**src/rtl/agen_rep_pipe.sv**
```systemverilog
// agen_rep_pipe: registered address-generation stage. Forms EA / linear
// address, checks the segment limit at the access size, updates the
// stack/string pointer, and expands REP string micro-ops into one output
// micro-op per iteration.
module agen_rep_pipe #(
  parameter int AW = 32,
  parameter int LW = 20
) (
  input  logic          clk,
  input  logic          clr,
  input  logic          i_v,
  output logic          o_rdy,
  input  logic [AW-1:0] i_addr1,
  input  logic [AW-1:0] i_addr2,
  input  logic          i_indir,
  input  logic [AW-1:0] i_ptr,
  input  logic [AW-1:0] i_cnt,
  input  logic [1:0]    i_opSize,
  input  logic          i_Dflag,
  input  logic          i_push,
  input  logic          i_pop,
  input  logic          i_str,
  input  logic          i_rep,
  input  logic [AW-1:0] i_seg_base,
  input  logic [LW-1:0] i_limit,
  input  logic          i_inv,
  output logic          o_v,
  input  logic          i_rdy,
  output logic [AW-1:0] o_virt_addr,
  output logic [AW-1:0] o_lin_addr,
  output logic [AW-1:0] o_ptr,
  output logic [AW-1:0] o_cnt,
  output logic          o_fault,
  output logic          o_nop,
  output logic          o_last
);

  localparam logic [AW-1:0] ONE = AW'(1);

  typedef enum logic {IDLE, ITER} st_t;

  typedef struct packed {
    logic [AW-1:0] va;
    logic [AW-1:0] lin;
    logic [AW-1:0] ptr;
    logic [AW-1:0] cnt;
    logic          fault;
    logic          nop;
    logic          last;
  } uop_t;

  st_t           st, st_nx;
  uop_t          q, acc_u, itr_u;
  logic [AW-1:0] seg_q;
  logic [LW-1:0] lim_q;
  logic [2:0]    sz_q;
  logic          df_q;
  logic          acc, adv;
  logic [2:0]    acc_sz;

  function automatic logic [2:0] dec_sz(input logic [1:0] op);
    case (op)
      2'b10:   dec_sz = 3'd2;
      2'b11:   dec_sz = 3'd4;
      default: dec_sz = 3'd1;
    endcase
  endfunction

  // last byte touched, with a carry bit so wrapping past 2^AW also faults
  function automatic logic lim_fault(input logic [AW-1:0] va, input logic [2:0] s,
                                     input logic [LW-1:0] lim);
    logic [AW:0] end_a;
    end_a = {1'b0, va} + {{(AW-2){1'b0}}, s} - {{AW{1'b0}}, 1'b1};
    lim_fault = end_a > {{(AW+1-LW){1'b0}}, lim};
  endfunction

  // micro-op formed from the upstream request (first / only iteration)
  always_comb begin
    logic [AW-1:0] szw;
    logic          rep_str, cnt_zero;
    acc_sz   = dec_sz(i_opSize);
    szw      = {{(AW-3){1'b0}}, acc_sz};
    rep_str  = i_str & i_rep;
    cnt_zero = (i_cnt == '0);
    acc_u     = '0;
    acc_u.va  = i_indir ? i_addr1 + i_addr2 : i_addr1;
    acc_u.ptr = i_ptr;
    acc_u.cnt = i_cnt;
    if (i_push) begin
      acc_u.va  = i_ptr - szw;
      acc_u.ptr = i_ptr - szw;
    end else if (i_pop) begin
      acc_u.va  = i_ptr;
      acc_u.ptr = i_ptr + szw;
    end else if (i_str) begin
      acc_u.va  = i_ptr;
      acc_u.ptr = i_Dflag ? i_ptr - szw : i_ptr + szw;
    end
    if (rep_str && cnt_zero) begin
      acc_u.va  = i_ptr;
      acc_u.ptr = i_ptr;
      acc_u.cnt = '0;
      acc_u.nop = 1'b1;
    end else if (rep_str) begin
      acc_u.cnt = i_cnt - ONE;
    end
    acc_u.fault = ~acc_u.nop & lim_fault(acc_u.va, acc_sz, i_limit);
    acc_u.last  = ~rep_str | cnt_zero | (i_cnt == ONE) | acc_u.fault;
    acc_u.lin   = acc_u.va + i_seg_base;
  end

  // next REP iteration: the pointer/count currently presented are its start values
  always_comb begin
    logic [AW-1:0] szw;
    szw         = {{(AW-3){1'b0}}, sz_q};
    itr_u       = '0;
    itr_u.va    = q.ptr;
    itr_u.ptr   = df_q ? q.ptr - szw : q.ptr + szw;
    itr_u.cnt   = q.cnt - ONE;
    itr_u.fault = lim_fault(q.ptr, sz_q, lim_q);
    itr_u.last  = (itr_u.cnt == '0) | itr_u.fault;
    itr_u.lin   = q.ptr + seg_q;
  end

  // handshake and next-state
  always_comb begin
    st_nx = st;
    o_rdy = (st == IDLE) & (~o_v | i_rdy);
    acc   = i_v & o_rdy;
    adv   = (st == ITER) & o_v & i_rdy;
    if (i_inv)                           st_nx = IDLE;
    else if (acc && i_str && i_rep && !acc_u.last) st_nx = ITER;
    else if (adv && itr_u.last)          st_nx = IDLE;
  end

  // state, output register and per-instruction copies
  always_ff @(posedge clk or negedge clr) begin
    if (!clr) begin
      st    <= IDLE;
      o_v   <= 1'b0;
      q     <= '0;
      seg_q <= '0;
      lim_q <= '0;
      sz_q  <= '0;
      df_q  <= 1'b0;
    end else begin
      st <= st_nx;
      if (i_inv) begin
        o_v <= 1'b0;
      end else if (acc) begin
        o_v   <= 1'b1;
        q     <= acc_u;
        seg_q <= i_seg_base;
        lim_q <= i_limit;
        sz_q  <= acc_sz;
        df_q  <= i_Dflag;
      end else if (adv) begin
        q <= itr_u;
      end else if (o_v && i_rdy) begin
        o_v <= 1'b0;
      end
    end
  end

  assign o_virt_addr = q.va;
  assign o_lin_addr  = q.lin;
  assign o_ptr       = q.ptr;
  assign o_cnt       = q.cnt;
  assign o_fault     = q.fault;
  assign o_nop       = q.nop;
  assign o_last      = q.last;

endmodule

```
**config.mk**
```make
export PLATFORM = sky130hd
export DESIGN_NAME = agen_rep_pipe
export DESIGN_NICKNAME = d
export VERILOG_FILES = /design/src/rtl/agen_rep_pipe.sv
export SDC_FILE = /design/constraint.sdc
export NUM_CORES = 1
export LEC_CHECK = 0
export CAP_MARGIN = 20
export CORE_MARGIN = 10
export CORE_UTILIZATION = 55
export DETAILED_ROUTE_END_ITERATION = 10
export GPL_ROUTABILITY_DRIVEN = 1
export MAX_ROUTING_LAYER = met4
export PLACE_DENSITY = 0.8
export SYNTH_ARGS = -nofsm -noshare
export SYNTH_HDL_FRONTEND = slang
export SYNTH_SLANG_ARGS = --single-unit
```
**constraint.sdc**
```tcl
create_clock -name clk -period 10 [get_ports clk]
set_input_delay 1.5 -clock clk [delete_from_list [all_inputs] [get_ports clk]]
set_output_delay 1.5 -clock clk [all_outputs]
set_load 0.01 [all_outputs]
```
==> reports/results.ini <==
[setup_path]
cp_slowest_cell=or4_1
reg2reg_slack_ns=3.43
ff2ff_path_depth=26
cp.required_ns=10.36
worstSetupEndpointType=register
r2r-end=o_fault
crit_start=i_cnt[11]
critPathLaunchType=input pin
r2r-start=o_ptr[1]
slowest_delay_ns=0.61
cp-endpoint=o_last
critical_path_class=input pin to register
path_max_fanout=5
cp_data_arrival_time_ns=9.79

[clock_tree]
clk_pin_slew_ns=0.09
cts_made_buffers=17
postCtsSetupRepairBufs=0
clk_latency_ns=0.47
ctsHoldBuffers=0
cts.sinks=189
cts_root_buffer=clkbuf_16
htree_levels=4
cts_resized=0
cts_tree=built
clockBufferDepth=2

[synthesis]
synth_seq_cells=189
ys_warn_count=0
synth_cell_types=96
synth_area_mm2=0.0232
yosys-top-cells-area=dfrtp_1, ha_1, a21oi_1
yosys.area.top_type_share_pct=20.4
synth_sequential_area_ratio_pct=20.4
netlist_top_cells_count=nand2_1, a21oi_1, nor2_1
synth_cells=3171
syn_nets=3606
avgSynthCellArea_um2=7.31
async_flop_share_pct=100
synth_flop_cell=dfrtp_1
yosysTopAreaCell=dfrtp_1
yosys.cell_count.top_type=nand2_1
synth-edff-count=0

[place]
place_ws_ns=0.123
io_buffers=325
globalplace.congestion=1.11
dp_hpwl_mm=77.4

[floorplanning]
start_util_pct=55.5
chipWidth_um=225
io_pins=326
rows=75
chipHeight_um=225
coreArea_mm2=0.0418
die_area_mm2=0.0507

[timing]
tightest_slew_ns=1.13
skew_ns=0.0247
rsz0062_at_grt=no
post-route-period-util_pct=94.3
fin_setup_tns_ns=0
fmax_mhz=106
finalHoldViolations=0
setup_slack_ns=0.565
period_minus_slack_ns=9.43
relSlewSlack_pct=24.8
maxSlewViolCount=0
finalSetupViolCount=0

[global_route]
track_usage_pct=38.3
grt_pass1_wl_mm=148
met2_usage_pct=56.7
grt.busiest_layer=met2
grt_max_degree=95
use_met3_pct=8.58
grt.overflow.total=0
use_met1_pct=49.5
grt_pass1_vias=25307
antenna_found_initial=8

[power]
p_leak_nw=12.0
vdd_drop_max_mv=0.164
pwr_density_cell_mw_per_mm2=224

[worst_hold_path]
min_path_type=register to register
hold_depth=2

[run_status]
outcome=completed

[layout]
flow.area_growth_from_synthesis_pct=19.2
final_layout_size_suffix_gt1_share_pct=4.51
layout.nets=3858

[drt]
firstDrtPassIters=6
drt_iter0_drc=4166
route.detailed.drc=0
drtAntennaViolNets=0
vias=26900
finalWirelength_mm=98.3
routedWlPerCell_um=24.7
vias_per_cell=6.76

[job]
drv_cap=0

==> state kept, by name, indices dropped and copies added (netlist names), 3 cells and up <==
signal and count:
o_lin_addr 32, sz_q 3, o_virt_addr 32, lim_q 20, seg_q 32, o_ptr 32
o_cnt 32
==> layout by cell type (no fill, tap or decap), types with 22 or more instances in the layout <==
| cell | instances |
|---|---|
| nand2_1 | 355 |
| clkdlybuf4s50_1 | 323 |
| a21oi_1 | 316 |
| nor2_1 | 272 |
| o21ai_0 | 258 |
| ha_1 | 234 |
| dfrtp_1 | 189 |
| inv_1 | 186 |
| xnor2_1 | 115 |
| nor3_1 | 88 |
| a21o_1 | 77 |
| nand3_1 | 74 |
| xor2_1 | 74 |
| buf_4 | 56 |
| or3_1 | 46 |
| nand2b_1 | 46 |
| a31oi_1 | 44 |
| o21a_1 | 36 |
| o22ai_1 | 35 |
| a211oi_1 | 35 |
| nor2b_1 | 34 |
| nand4_1 | 33 |
| nor4_1 | 31 |
| and3_1 | 31 |
| a22oi_1 | 31 |
| o211ai_1 | 25 |
| mux2i_1 | 22 |
==> logic make-up after synthesis <==
kind of cell,Yosys count,synth area share [%]
simple gates,1107,22.9
compound gates,1068,29.1
buf+inv,342,5.63
fa+ha+maj,249,13.6
xor+xnor,189,7.14
flops,189,20.4
mux,27,1.19
==> final cells by class <==
type                            count  area, um^2
Inverter                          191         717
Fill cell                        3513       14100
Sequential cell                   189        4730
Multi-Input combinational cell   2640       17200
Timing Repair Buffer              384        3710
Tap cell                          539         674
Clock buffer                       20         437
Clock inverter                     11         125
Antenna cell                        8        20.0
==> through the flow <==
stage	hold WS (ns)	std cells	power [mW]	cell area [um^2]	utilization (%)
final	0.481	3982	6.18	27600	66.1
after global placement	0.461	3941	5.10	27000	64.7
after detailed placement	0.464	3941	5.29	27000	64.7
after global routing	0.507	3982	6.58	27600	66.1
after CTS	0.484	3972	6.03	27600	66.0
after floorplan	0.450	3171	3.89	23200	-
==> worst min-delay path by stage <==
stage / from / to
after CTS: o_virt_addr[27] / o_virt_addr[27]
after global routing: seg_q[11] / seg_q[11]
final: o_virt_addr[21] / o_virt_addr[21]
after floorplan: seg_q[0] / seg_q[0]
after global placement: o_virt_addr[1] / o_virt_addr[1]
after detailed placement: o_virt_addr[27] / o_virt_addr[27]
==> power breakdown <==
group	internal [mW]	leakage, nW	switching [mW]
clock	0.352	0.276	0.340
sequential	0.952	2.27	0.303
combinational	1.82	9.44	2.42
total	3.12	12.0	3.06
==> per-layer routing <==
layer,vias to the layer above,share of wire (%)
met3,282,12
met4,0,4.6
met1,12719,40
li1,12073,-
met2,1826,43
met5,-,0
==> critical path, delay by kind of cell <==
family          cells  cell delay (ns)
xor+xnor            1             0.15
compound gates     20             4.13
simple gates       10             2.51
buf+inv             3             0.64
fa+ha+maj           3             0.85
(Power assumes the default switching activity.)
